### src/rtl/sprite_reader.sv
// sprite_reader: reads one 8x8 pixel block from a fixed-latency framebuffer and streams it out
// through a credit-limited FIFO. Define SPRITE_READER_BOUNDS_EN to reject out-of-frame starts.
module sprite_reader #(
  parameter int PIXEL_W    = 8,
  parameter int ROW_STRIDE = 640,
  parameter int MEM_LAT    = 2
) (
  input  logic               clk,
  input  logic               rst,
  input  logic               start,
  input  logic [18:0]        coordinates,
  output logic               busy,
  output logic               done,
  output logic               mem_rd_en,
  output logic [18:0]        mem_addr,
  input  logic [PIXEL_W-1:0] mem_rdata,
  output logic               pix_valid,
  input  logic               pix_ready,
  output logic [PIXEL_W-1:0] pix_data,
  output logic [5:0]         pix_index,
  output logic               err
);
  localparam int DEPTH = MEM_LAT + 2;
  localparam int PTR_W = $clog2(DEPTH);
  localparam int CNT_W = $clog2(DEPTH + 1);
  localparam logic [18:0] STRIDE = 19'(ROW_STRIDE);

  typedef enum logic [1:0] {S_IDLE = 2'd0, S_ISSUE = 2'd1, S_DRAIN = 2'd2} state_e;

  state_e             state_q, state_d;
  logic               busy_q, busy_d, done_q, done_d, err_q, err_d;
  logic               rd_en_q, rd_en_d;
  logic [18:0]        addr_q, addr_d, row_base_q, row_base_d;
  logic [5:0]         rd_cnt_q, rd_cnt_d, pix_index_q;
  logic [MEM_LAT-1:0] rd_pipe_q;
  logic [CNT_W-1:0]   inflight_q, fifo_cnt_q;
  logic [PTR_W-1:0]   wr_ptr_q, rd_ptr_q;
  logic [PIXEL_W-1:0] fifo_q [DEPTH];
  logic               push_s, pop_s, can_issue_s, oob_s;
  logic [CNT_W:0]     credit_used_s;

  function automatic logic [PTR_W-1:0] ptr_inc(input logic [PTR_W-1:0] p);
    if (p == PTR_W'(DEPTH - 1)) begin
      return '0;
    end else begin
      return p + PTR_W'(1);
    end
  endfunction

`ifdef SPRITE_READER_BOUNDS_EN
  assign oob_s = ({13'd0, coordinates} + 32'(7 * ROW_STRIDE + 7)) > 32'd307199;
`else
  assign oob_s = 1'b0;
`endif

  // The FIFO head is the output pixel; a pop frees its credit in the same cycle.
  assign push_s        = rd_pipe_q[MEM_LAT-1];
  assign pop_s         = pix_valid & pix_ready;
  assign credit_used_s = {1'b0, fifo_cnt_q} + {1'b0, inflight_q} - (CNT_W+1)'(pop_s);
  assign can_issue_s   = credit_used_s < (CNT_W+1)'(DEPTH);

  // Next-state, read issue and address generation.
  always_comb begin
    state_d    = state_q;
    busy_d     = busy_q;
    done_d     = 1'b0;
    err_d      = 1'b0;
    rd_en_d    = 1'b0;
    addr_d     = addr_q;
    row_base_d = row_base_q;
    rd_cnt_d   = rd_cnt_q;
    case (state_q)
      S_IDLE: begin
        if (start && oob_s) begin
          err_d = 1'b1;
        end else if (start) begin
          state_d    = S_ISSUE;
          busy_d     = 1'b1;
          rd_en_d    = 1'b1;
          addr_d     = coordinates;
          row_base_d = coordinates;
          rd_cnt_d   = 6'd1;
        end else begin
          state_d = S_IDLE;
        end
      end
      S_ISSUE: begin
        if (can_issue_s) begin
          rd_en_d  = 1'b1;
          rd_cnt_d = rd_cnt_q + 6'd1;
          if (rd_cnt_q[2:0] == 3'd0) begin
            addr_d     = row_base_q + STRIDE;
            row_base_d = row_base_q + STRIDE;
          end else begin
            addr_d = addr_q + 19'd1;
          end
          if (rd_cnt_q == 6'd63) begin
            state_d = S_DRAIN;
          end else begin
            state_d = S_ISSUE;
          end
        end else begin
          state_d = S_ISSUE;
        end
      end
      S_DRAIN: begin
        if (pop_s && (pix_index_q == 6'd63)) begin
          state_d = S_IDLE;
          busy_d  = 1'b0;
          done_d  = 1'b1;
        end else begin
          state_d = S_DRAIN;
        end
      end
      default: begin
        state_d = S_IDLE;
        busy_d  = 1'b0;
      end
    endcase
  end

  // Control, address and credit bookkeeping registers.
  always_ff @(posedge clk or posedge rst) begin
    if (rst) begin
      state_q     <= S_IDLE;
      busy_q      <= 1'b0;
      done_q      <= 1'b0;
      err_q       <= 1'b0;
      rd_en_q     <= 1'b0;
      addr_q      <= 19'd0;
      row_base_q  <= 19'd0;
      rd_cnt_q    <= 6'd0;
      rd_pipe_q   <= '0;
      inflight_q  <= '0;
      fifo_cnt_q  <= '0;
      wr_ptr_q    <= '0;
      rd_ptr_q    <= '0;
      pix_index_q <= 6'd0;
    end else begin
      state_q    <= state_d;
      busy_q     <= busy_d;
      done_q     <= done_d;
      err_q      <= err_d;
      rd_en_q    <= rd_en_d;
      addr_q     <= addr_d;
      row_base_q <= row_base_d;
      rd_cnt_q   <= rd_cnt_d;
      rd_pipe_q  <= (rd_pipe_q << 1) | MEM_LAT'(rd_en_q);
      inflight_q <= inflight_q + CNT_W'(rd_en_d) - CNT_W'(push_s);
      fifo_cnt_q <= fifo_cnt_q + CNT_W'(push_s) - CNT_W'(pop_s);
      if (push_s) begin
        wr_ptr_q <= ptr_inc(wr_ptr_q);
      end else begin
        wr_ptr_q <= wr_ptr_q;
      end
      if (pop_s) begin
        rd_ptr_q    <= ptr_inc(rd_ptr_q);
        pix_index_q <= pix_index_q + 6'd1;
      end else begin
        rd_ptr_q    <= rd_ptr_q;
        pix_index_q <= pix_index_q;
      end
    end
  end

  // Pixel storage; cleared on reset so the idle head reads as zero.
  always_ff @(posedge clk or posedge rst) begin
    if (rst) begin
      for (int i = 0; i < DEPTH; i++) begin
        fifo_q[i] <= '0;
      end
    end else if (push_s) begin
      fifo_q[wr_ptr_q] <= mem_rdata;
    end else begin
      fifo_q[wr_ptr_q] <= fifo_q[wr_ptr_q];
    end
  end

  assign busy      = busy_q;
  assign done      = done_q;
  assign err       = err_q;
  assign mem_rd_en = rd_en_q;
  assign mem_addr  = addr_q;
  assign pix_valid = (fifo_cnt_q != '0);
  assign pix_data  = fifo_q[rd_ptr_q];
  assign pix_index = pix_index_q;

endmodule

### config.mk
export PLATFORM = sky130hd
export DESIGN_NAME = sprite_reader
export DESIGN_NICKNAME = d
export VERILOG_FILES = /design/src/rtl/sprite_reader.sv
export SDC_FILE = /design/constraint.sdc
export NUM_CORES = 1
export LEC_CHECK = 0
export ABC_CLOCK_PERIOD_IN_PS = 7000
export CAP_MARGIN = 40
export CORE_MARGIN = 2
export CORE_UTILIZATION = 35
export DETAILED_ROUTE_END_ITERATION = 7
export PLACE_DENSITY = 0.63
export SYNTH_ARGS = -nofsm -noshare
export SYNTH_HDL_FRONTEND = slang
export SYNTH_SLANG_ARGS = --single-unit
### constraint.sdc
create_clock -name clk -period 7 [get_ports clk]
set_input_delay 2.1 -clock clk [delete_from_list [all_inputs] [get_ports clk]]
set_output_delay 2.1 -clock clk [all_outputs]
set_load 0.02 [all_outputs]
**Word level (Yosys, flattened, before mapping)**

Index checks and enable logic that the tools add are counted.

- Logic and storage cells: 93
- Flip-flop bits (word level): 99
- Bits of input ports: 31

- Reduce and logical (&&, ||, !) cells: 9
- Add/sub/neg operators: 12
- Order comparisons: 4
- Eq/ne operators: 10
- Muxes and demuxes: 36
- Bitwise logic cells: 5

Operators with widths:

| kind | number |
|---|---|
| $mux W19 | 5 |
| $pmux W19 S2 | 2 |
| $bwmux W32 | 2 |
| $mux W8 | 5 |
| $bmux W8 S2 | 2 |
| $mux W32 | 1 |
| $add A19 B1 Y19 const B | 1 |
| $add A19 B10 Y19 const B | 1 |
| $demux W8 S2 | 1 |
| $add A6 B1 Y6 const B | 2 |
| $eq A6 B6 Y1 const B | 2 |
| $mux W6 | 2 |
| $pmux W6 S2 | 1 |
| $mux W2 | 5 |
| $ne A2 B2 Y1 const B | 4 |
| $mux W1 | 7 |
| $add A3 B1 Y3 | 2 |
| $eq A2 B2 Y1 const B | 3 |
| $ge A3 B3 Y1 const B | 2 |
| $not A2 Y3 | 2 |
| $pmux W2 S3 | 1 |
| $reduce_and A3 Y1 | 2 |
| $sub A3 B1 Y3 | 2 |
| $add A2 B1 Y2 const B | 2 |
| 16 further kinds | 17 |

**Depth between registers and ports, before layout**

- Depth after elaboration: 8
- Gate-level depth with buffers: 16
- Depth with buffers taken out: 14

**Worst setup path before layout**

OpenSTA, ideal clock, no wires.

- Path type: input port to flip-flop
- Start: in pix_ready
- End: reg inflight_q[1]
- Buffers on the path: 2
- Library setup time: 0.064 ns
- Stages: 15
- Arrival: 4.772 ns
- Slack: 2.164 ns
- Cells stage by stage: o31a_1 > clkbuf_1 > ha_1 > inv_1 > ha_1 > nand3b_1 > o211a_1 > and2_1 > buf_4 > nor2_2 > clkinv_1 > ha_1 > inv_1 > fa_1 > inv_1

- Word-level cells in the longest chain between the ends: 7

Ends and longest elaborated chain:

| what | line | RTL |
|---|---|---|
| start, declared | 18 | `input logic pix_ready,` |
| $and A1 B1 Y1 | 58 | `assign pop_s = pix_valid & pix_ready;` |
| named net pop_s | 39 | `logic push_s, pop_s, can_issue_s, oob_s;` |
| $sub A4 B1 Y4 | 59 | `assign credit_used_s = {1'b0, fifo_cnt_q} + {1'b0, inflight_q} - (CNT_W+1)'(pop_s);` |
| $lt A4 B3 Y1 | 60 | `assign can_issue_s = credit_used_s < (CNT_W+1)'(DEPTH);` |
| $mux W1 | 88 | `if (can_issue_s) begin` |
| $pmux W1 S2 | 72 | `case (state_q)` |
| named net rd_en_d | 32 | `logic rd_en_q, rd_en_d;` |
| $add A3 B1 Y3 | 149 | `inflight_q <= inflight_q + CNT_W'(rd_en_d) - CNT_W'(push_s);` |
| $sub A3 B1 Y3 | 149 |  |
| end signal, assigned | 149 |  |
| end, declared | 36 | `logic [CNT_W-1:0] inflight_q, fifo_cnt_q;` |

The timed path passes the listed nets, and every way through them passes these cells.
A chain may end at the register's enable or synchronous reset.

**Final worst setup path**

- Start: in pix_ready
- End: reg inflight_q[2]

- Word-level cells in the longest chain between the ends: 7

Ends and longest elaborated chain:

| what | line |
|---|---|
| $and A1 B1 Y1 | 58 |
| $sub A4 B1 Y4 | 59 |
| $lt A4 B3 Y1 | 60 |
| $mux W1 | 88 |
| $pmux W1 S2 | 72 |
| named net rd_en_d | 32 |
| $add A3 B1 Y3 | 149 |
| $sub A3 B1 Y3 | 149 |

The timed path passes the listed nets, and every way through them passes these cells.

==> results.json <==
{
  "htreeDepth": 3,
  "cp-end-kind": "register",
  "fmax_ghz": 0.1783,
  "synthArstFlopShare": 1.000,
  "finClkSkew_ps": 3.988,
  "crit_slowest_cell": "and2_1",
  "route.detailed.drc": 0,
  "drive_gt1_frac": 0.07460,
  "slew_viol_final": 0,
  "routed_wl_um": 14510,
  "rows": 46,
  "cts_setup_buffers": 0,
  "layout.cells.non_filler": 846,
  "synthesis.nets": 634,
  "fp.coreArea_mm2": 0.01577,
  "final_cell_mix": "dfrtp_1, clkdlybuf4s50_1, nor2_1, a21oi_1, nand2_1",
  "cp.arrival_ps": 5890,
  "drtIter0Drc": 311,
  "fp.dieArea_mm2": 0.01708,
  "required_ps": 7280,
  "powerDensity_mw_per_mm2": 479.2,
  "ys_seq_area_frac": 0.4410,
  "chipWidth_um": 130.7,
  "wl_per_cell_um": 17.16,
  "synth_cells": 583,
  "antenna_found_initial": 0,
  "cts_buffer_depth": 2,
  "overflow": 0,
  "via_per_inst": 5.486,
  "cts-resized-gates": 0,
  "tns_ps": 0,
  "hold_viol": 0,
  "synthToLayoutAreaGrowth_pct": 20.65,
  "drtAntennaViolNets": 0,
  "p_leak_nw": 2.705,
  "netlist_top_cells_area": "dfrtp_1, mux4_2, a21oi_1",
  "outcome": "completed",
  "clk_pin_slew_ps": 70,
  "grt_pass1_wl_um": 23210,
  "cp_max_fo": 15,
  "io_pins": 69,
  "final_common_cell": "dfrtp_1",
  "ys.flop_type": "dfrtp_1",
  "grt_max_degree": 54,
  "dp_cells": 830,
  "holdCritPathClass": "reg -> reg",
  "path_common_cell": "ha_1",
  "synth_edf_count": 0,
  "syn_area_mm2": 0.005618,
  "clk_latency_ps": 350,
  "grt_pass1_vias": 4606,
  "max_cap_violations": 0,
  "syn_avg_cell_area_um2": 9.636,
  "gp_congestion": 0.9157,
  "yosysWarnings": 0,
  "critPathBufInv": 5,
  "maxSlewHeadroom": 0.3930,
  "antennaDiodeCount": 0,
  "fp.dieH_um": 130.7,
  "dp_hpwl_um": 9866,
  "max-vdd-ir-drop_mv": 0.1780,
  "finalSetupViolCount": 0,
  "root_buffer": "clkbuf_16",
  "yosysUniqueCellTypes": 58,
  "drtPass1Iterations": 7,
  "tightest_slew_ps": 910.5,
  "cpPeakStageDelay_ps": 560,
  "cts-hold-fix-buffers": 0,
  "ys_seq_elements": 99,
  "fin_crit_ps": 5609,
  "cp-start-kind": "input pin",
  "vias": 4641,
  "final_area_mm2": 0.006778,
  "synth_top_cell_by_area": "dfrtp_1",
  "critPathTopFamily": "adder cells",
  "grt_usage": 0.1754,
  "synth_top_area_frac": 0.4410,
  "numCtsBuffers": 9,
  "final_nets": 676,
  "cts_tree": "built",
  "holdWs_ps": 352.5,
  "rsz0062_at_grt": "false",
  "crit_path_cell_trace": "clkdlybuf4s50_1 > o31a_1 > ha_1 > inv_1 > ha_1 > nand3b_1 > a32oi_2 > and2_1 > nor2_2 > clkinv_1 > buf_4 > ha_1 > inv_1 > fa_1 > xnor2_1 > xnor2_1",
  "worstSetupPathType": "in -> reg",
  "clock-sinks": 99,
  "finalCritPeriodShare": 0.8012,
  "dpl_cell_area_mm2": 0.006435,
  "initial_core_util": 0.3562,
  "port_buffers": 67
}
## per-stage QoR
| stage | setup WS (ps) | util | total power, mW |
|---|---|---|---|
| floorplan | 2164 | - | 2.171 |
| global placement | 1116 | 0.4080 | 2.622 |
| detailed placement | 1038 | 0.4080 | 2.681 |
| CTS | 1394 | 0.4298 | 3.264 |
| global route | 1110 | 0.4298 | 3.477 |
| finish | 1391 | 0.4298 | 3.248 |
## cells in the mapped netlist (6+ instances only)
master	instances
dfrtp_1	99
a21oi_1	56
nor2_1	56
nand2_1	54
nand3_1	31
clkbuf_1	30
inv_1	27
ha_1	18
o21ai_0	17
xnor2_1	17
mux4_2	16
nor3_1	13
mux2i_1	11
o22ai_1	10
xor2_1	9
nand4_1	7
and2_1	6
and3_1	6
and4_1	6
buf_1	6
o211ai_1	6
o221ai_1	6
## report_power, final
part           total [mW]  switching [mW]  internal [mW]
combinational        1.55           0.843          0.708
sequential           1.12           0.326          0.797
clock               0.574           0.216          0.358
total                3.25            1.38           1.86
## per-layer routing
metal | wire length [um] | vias to the layer above | global-route usage | part of all wire
li1 | - | 2181 | - | -
met1 | 6645 | 2293 | 0.2422 | 0.46
met2 | 6851 | 141 | 0.2705 | 0.47
met3 | 698 | 26 | 0.02484 | 0.048
met4 | 319 | 0 | 0.09011 | 0.022
met5 | 0 | - | 0 | 0
## logic make-up after synthesis
kind of cell	synth area share
simple gates	0.1597
compound gates	0.1661
flops	0.4410
buf+inv	0.05100
mux	0.09376
xor+xnor	0.04053
fa+ha+maj	0.04722
other cells	0.0006675
## state kept, by name, indices dropped and copies added (netlist names)
name,cells
row_base_q,19
inflight_q,3
wr_ptr_q,2
fifo_cnt_q,3
rd_ptr_q,2
fifo_q,32
done,1
pix_index,6
state_q,2
mem_rd_en,1
rd_cnt_q,6
rd_pipe_q,2
mem_addr,19
busy,1
## worst paths after layout
check | startpoint | end | slack [ps] | depth (start not counted)
worst max-delay path | pix_ready | inflight_q[2] | 1390 | 16
worst min-delay path | rd_pipe_q[0] | rd_pipe_q[1] | 350 | 0
worst max register to register | fifo_cnt_q[1] | inflight_q[2] | 3120 | 15
worst min register to register | rd_pipe_q[0] | rd_pipe_q[1] | 350 | 0
max in group asynchronous | rst | row_base_q[0] | 3690 | 3
min in group asynchronous | rst | fifo_q[9] | 2180 | 2
## final cells by class
class                           count  area (um^2)
Fill cell                        1529         8992
Multi-Input combinational cell    413         2856
Sequential cell                    99         2477
Timing Repair Buffer               74        723.2
Tap cell                          216        270.3
Clock buffer                       11        242.7
Inverter                           28        107.6
Clock inverter                      5        100.1
(Power assumes the default switching activity.)
